File: src/rtl/y_misr_compactor.sv
// y_misr_compactor: folds a wide response vector into a MISR signature over a programmed sample count and flags a golden match.
module y_misr_compactor #(
  parameter int Y_WIDTH = 242,
  parameter int SIG_WIDTH = 32,
  parameter logic [SIG_WIDTH-1:0] POLY = 32'h04C11DB7,
  parameter logic [SIG_WIDTH-1:0] SEED = 32'hFFFFFFFF
) (
  input  logic                 clk,
  input  logic                 rst_n,
  input  logic                 start,
  input  logic [15:0]          num_samples,
  input  logic [Y_WIDTH-1:0]   y,
  input  logic                 y_valid,
  input  logic [SIG_WIDTH-1:0] expect_sig,
  output logic                 busy,
  output logic                 done,
  output logic [SIG_WIDTH-1:0] signature,
  output logic                 match,
  output logic [15:0]          sample_cnt
);
  localparam int NC = (Y_WIDTH + SIG_WIDTH - 1) / SIG_WIDTH;
  localparam int PW = NC * SIG_WIDTH;
  typedef enum logic [1:0] {IDLE, RUN, DONE} state_t;
  state_t state, next;
  logic [15:0] num_lat;
  logic [15:0] cnt_inc;
  logic [PW-1:0] ypad;
  logic [SIG_WIDTH-1:0] fold;
  logic [SIG_WIDTH-1:0] sig_next;
  logic accept;
  logic absorb;
  always_comb begin
    ypad = PW'(y);
    fold = '0;
    for (int i = 0; i < NC; i++) fold = fold ^ ypad[i*SIG_WIDTH +: SIG_WIDTH];
    sig_next = {signature[SIG_WIDTH-2:0], 1'b0} ^ (signature[SIG_WIDTH-1] ? POLY : '0) ^ fold;
  end
  assign cnt_inc = sample_cnt + 16'd1;
  assign busy = state == RUN;
  always_ff @(posedge clk or negedge rst_n) begin
    if (!rst_n) state <= IDLE;
    else state <= next;
  end
  // done is the registered echo of DONE, so a start seen while it is high belongs to the old run
  always_comb begin
    next = state;
    accept = 1'b0;
    absorb = 1'b0;
    case (state)
      IDLE: if (start && !done) begin
        accept = 1'b1;
        next = num_samples == 16'd0 ? DONE : RUN;
      end
      RUN: if (y_valid) begin
        absorb = 1'b1;
        next = cnt_inc == num_lat ? DONE : RUN;
      end
      default: next = IDLE;
    endcase
  end
  always_ff @(posedge clk or negedge rst_n) begin
    if (!rst_n) begin
      signature <= SEED;
      sample_cnt <= '0;
      num_lat <= '0;
      match <= 1'b0;
      done <= 1'b0;
    end else begin
      done <= state == DONE;
      if (accept) begin
        signature <= SEED;
        sample_cnt <= '0;
        match <= 1'b0;
        num_lat <= num_samples;
      end
      if (absorb) begin
        signature <= sig_next;
        sample_cnt <= cnt_inc;
      end
      if (state == DONE) match <= signature == expect_sig;
    end
  end
endmodule

File: config.mk
export PLATFORM = sky130hd
export DESIGN_NAME = y_misr_compactor
export DESIGN_NICKNAME = d
export VERILOG_FILES = /design/src/rtl/y_misr_compactor.sv
export SDC_FILE = /design/constraint.sdc
export NUM_CORES = 1
export LEC_CHECK = 0
export BUFFER_PORTS_ARGS = -buffer_cell sky130_fd_sc_hd__buf_4
export CAP_MARGIN = 20
export CELL_PAD_IN_SITES_DETAIL_PLACEMENT = 1
export CELL_PAD_IN_SITES_GLOBAL_PLACEMENT = 2
export CORE_MARGIN = 4
export CORE_UTILIZATION = 24
export DETAILED_ROUTE_END_ITERATION = 16
export PLACE_DENSITY_LB_ADDON = 0.2
export SETUP_SLACK_MARGIN = 0.15
export SYNTH_ARGS = -nofsm -noshare
export SYNTH_HDL_FRONTEND = slang
export SYNTH_SLANG_ARGS = --single-unit
File: constraint.sdc
create_clock -name clk -period 2.1 [get_ports clk]
set_input_delay 0.315 -clock clk [delete_from_list [all_inputs] [get_ports clk]]
set_output_delay 0.315 -clock clk [all_outputs]
set_load 0.005 [all_outputs]
# --- After elaboration in Yosys (flattened, before gate mapping) ---
# Index checks and enable logic that the tools add are counted.
word_totals:
  regBits: 68
  input_bits: 294
  output_inout_bits: 51
classes:
  eq_ne: 6
  n_mux: 16
  addsub: 1
  reduce_logical: 7
  bitwise: 9
op_table:
  columns: ["cell", "count"]
  rows:
  - ["$xor A32 B32 Y32", 7]
  - ["$mux W32", 2]
  - ["$eq A32 B32 Y1", 1]
  - ["$mux W16", 2]
  - ["$xor A32 B18 Y32", 1]
  - ["$xor A32 B27 Y32", 1]
  - ["$mux W27", 1]
  - ["$add A16 B1 Y16 const B", 1]
  - ["$eq A16 B16 Y1", 1]
  - ["$logic_not A16 Y1", 1]
  - ["$mux W2", 4]
  - ["$mux W1", 6]
  - ["$ne A2 B2 Y1 const B", 2]
  - ["$pmux W2 S2", 1]
  - ["$reduce_bool A2 Y1", 2]
  - ["$eq A2 B1 Y1 const B", 1]
  - ["$eq A2 B2 Y1 const B", 1]
  - ["$logic_not A2 Y1", 1]
  - ["$reduce_and A2 Y1", 1]
  - ["$logic_and A1 B1 Y1", 1]
  - ["$logic_not A1 Y1", 1]

# --- Longest topological paths before layout ---
depth:
  depth_word: 9
  depth_mapped: 8
  depth_no_buf: 7

# --- Worst setup path before layout ---
# Ideal clock, no wire load.
synth_timing:
  path_kind: "register to register"
  from: "register sample_cnt[0]"
  to: "register state[0]"
  required_ns: 1.974
  t_arrival_ns: 1.858
  path_stages_with_launch: 8
  n_path_buf: 0
  period_less_slack_ns: 1.984
  setup_slack_ns: 0.116
  setup_time_ns: 0.126
  path_cell_list: "dfrtp_1 > ha_1 > nand4_1 > nor4_4 > xnor2_1 > a221oi_2 > nand2_1 > o311a_1"
synth_between:
  elab_chain_cells: 5
synth_rtl:
  columns: ["element", "line_no", "source"]
  rows:
  - ["from (decl)", "19", "output logic [15:0] sample_cnt"]
  - ["from (signal assigned)", "78", "sample_cnt <= cnt_inc;"]
  - ["$add A16 B1 Y16", "38", "assign cnt_inc = sample_cnt + 16'd1;"]
  - ["$eq A16 B16 Y1", "56", "next = cnt_inc == num_lat ? DONE : RUN;"]
  - ["$mux W2", "56", null]
  - ["$mux W2", "54", "RUN: if (y_valid) begin"]
  - ["$pmux W2 S2", "49", "case (state)"]
  - ["to (signal assigned)", "42", "else state <= next;"]
  - ["to (decl)", "24", "state_t state, next;"]
# Every way passes these cells. The select of a mux whose other input is x is not followed.
# A chain may end at the register's enable or synchronous reset.

# --- Worst setup path in the final report ---
layout_timing:
  from: "register sample_cnt[1]"
  to: "register state[0]"
# Same word-level chain as after synthesis.

==> impl_metrics.ini <==
[timing]
maxSlewHeadroom_pct = 57.3
min_period_over_period_pct = 95.3
rsz0062_at_grt = true
tightestPinTransition_ps = 635
final.min_clock_period_ps = 2000
hold_viol_final = 0
worst_slack_ps = 98.4
skew_ps = 3.34
finalSetupTns_ps = 0
hold_slack_ps = 217
setup_violations = 0
fmax_ghz = 0.500
slew_viol_final = 0

[setup_path]
cp_num_buf_inv = 1
crit_slowest_cell = dfrtp_2
crit-reg2reg-launch = sample_cnt[1]$_DFFE_PN0P_
cp_top_family = compound AO/OA/AOI/OAI gates
path_max_fanout = 4
critPathCaptureType = register
rrSetupSlack_ps = 100
worst_path_largest_cell_delay_ps = 440
worstPathRequired_ps = 2330
timing.rr.end = state[0]$_DFFE_PN0P_
rr_worst_depth = 7
crit_chain = buf_4 -> and3_4 -> xnor2_1 -> nand3b_1 -> a221oi_2 -> nand2_1 -> o311a_1
worst_ep_arrival_time_ps = 2230
critical_path_class = register to register
critPathLaunchType = register

[hold_path]
holdCritPathClass = primary input to register
worstHoldStart = num_samples[14]
holdPathStages = 2
hold_end = num_lat[14]$_DFFE_PN0P_

[detailed_routing]
dr.pass1.iters = 4
wl_um = 24800
drc = 0
vias_per_cell = 4.26
vias = 5568
drt-initial-drc-count = 138
wl_per_cell_um = 19.0
route.antenna.remaining_nets = 0

[synth]
synthTopCellsByArea = xnor2_1 (43%), dfrtp_1 (16%), dfstp_2 (14%)
synth_cells = 611
synth_area_per_cell_um2 = 9.51
yosys.area.top_type = xnor2_1
synth_async_sr_flop_share_pct = 100
ys_types = 41
synth_area_um2 = 5810
ys_warn_count = 0
yosysSeqAreaShare_pct = 30.0
ys.flop_type = dfrtp_1
yosysTopAreaCellShare_pct = 42.5
ys_ff_latch = 68
synth-edff-count = 0
syn-num-nets = 906

[die]
initial_core_util_pct = 24.6
fp.coreArea_um2 = 23600
io_pins = 345
row_count = 56
die_height_um = 164
die_area_um2 = 26800
die_w_um = 164

[clocking]
clockBufferDepth = 2
cts_buffers = 9
cts_sinks = 68
worstSkewPairLatency_ps = 340
cts-root-buf = clkbuf_16
h-tree-depth = 3
cts_tree = yes
clkTransAtPathRegs_ps = 50

[placed_design]
port_buffers = 344
dpl-instance-area_um2 = 8940
dpl.hpwl_um = 22000
place.gp.congestion = 0.792
dpl_worst_slack_ps = 29.4

[final_layout]
layout_common_cells = buf_4 (378), xnor2_1 (282), nor2_1 (47)
syn_to_final_growth_pct = 60.3
seq_area_um2 = 1750
drive_gt1_share_pct = 46.8
multi_input_area_um2 = 4010
nets = 1277
final_common_cell = buf_4
n_antenna_cell = 0
nFillCells = 2780
fin_area_um2 = 9310

[outcome]
status = finished, final reports clean

[power]
power.total_w = 0.00846
powerDensity_nw_per_um2 = 909
peakVddDrop_uv = 423
p_leak_nw = 3.88

[grt]
antenna_found_initial = 2
grt_pass1_wl_um = 35900
grt_pass1_vias = 6151
globalRouteTotalUtil_pct = 18.1
grt_max_degree = 37
grt.overflow.total = 0

[job]
drv_cap = 0
==> metal layers <==
metal  vias to the layer above  track usage [%]  routed length, µm  part of all wire (%)
met5                         -                0                 34                  0.14
met4                         4             3.74                307                   1.2
met3                        22             6.61               1980                   8.0
met2                       174             35.0              13800                    56
met1                      2630             18.5               8640                    35
li1                       2738                -                  -                     -
==> cells in the mapped netlist, drive strengths merged, types with 2 or more instances <==
library cell	number
inv	3
nor4	12
a21o	2
clkbuf	10
mux2	17
nand3b	3
dfstp	32
a22o	3
o22ai	3
and3	4
nor2	49
nand2	24
xor2	30
o21ai	20
o31ai	6
buf	10
nand4	11
nand3	6
nor3	2
nand2b	3
dfrtp	36
a21oi	32
xnor2	282
==> cell families after synthesis <==
family | after synthesis | synth area share (%)
compound gates | 70 | 7.00
flops | 68 | 30.0
xor+xnor | 312 | 47.0
buf+inv | 23 | 1.87
simple gates | 119 | 10.4
mux | 18 | 3.47
fa+ha+maj | 1 | 0.215
==> report_power, final <==
part | switching [W] | internal (W)
clock network | 0.000569 | 0.000920
logic | 0.00185 | 0.00257
registers | 0.000617 | 0.00194
==> per-stage QoR <==
stage / instances / util (%)
global route: 1306 / 39.4
floorplan: 611 / -
CTS: 1304 / 39.3
global placement: 1282 / 37.8
finish: 1306 / 39.4
detailed placement: 1282 / 37.8
==> sequential cells by signal, indices dropped and copies added (netlist names) <==
| signal | count |
|---|---|
| state | 2 |
| num_lat | 16 |
| done | 1 |
| match | 1 |
| signature | 32 |
| sample_cnt | 16 |
==> worst max-delay path by stage <==
stage,from,endpoint,slack [ps],cells past startpoint
final,sample_cnt[1]$_DFFE_PN0P_,state[0]$_DFFE_PN0P_,100,7
after detailed placement,sample_cnt[1]$_DFFE_PN0P_,state[0]$_DFFE_PN0P_,30,7
after global routing,sample_cnt[9]$_DFFE_PN0P_,state[0]$_DFFE_PN0P_,-20,7
after floorplan,sample_cnt[1]$_DFFE_PN0P_,state[0]$_DFFE_PN0P_,160,7
after CTS,sample_cnt[1]$_DFFE_PN0P_,state[0]$_DFFE_PN0P_,120,8
after global placement,sample_cnt[1]$_DFFE_PN0P_,state[0]$_DFFE_PN0P_,80,7
==> area by class of cell <==
cell class / count / share of cell area, %
inverters: 3 / 0.121
flip-flops and latches: 68 / 18.8
clock buffers: 14 / 2.62
well taps: 319 / 4.29
repair buffers: 380 / 30.8
clock inverters: 2 / 0.376
multi-input cells: 520 / 43.0
==> what timing repair did <==
item / 4_1_cts / 5_1_grt
endpoints found under the hold margin: 14 / 0
gates resized for setup: 3 / 8
buffers inserted: 5 / 2
setup endpoints to repair: 2 / 3
pin swaps: 7 / 6
gates cloned: 0 / 0
hold buffers: 1 / 0
Note: power is estimated with default switching activity, not from simulation.
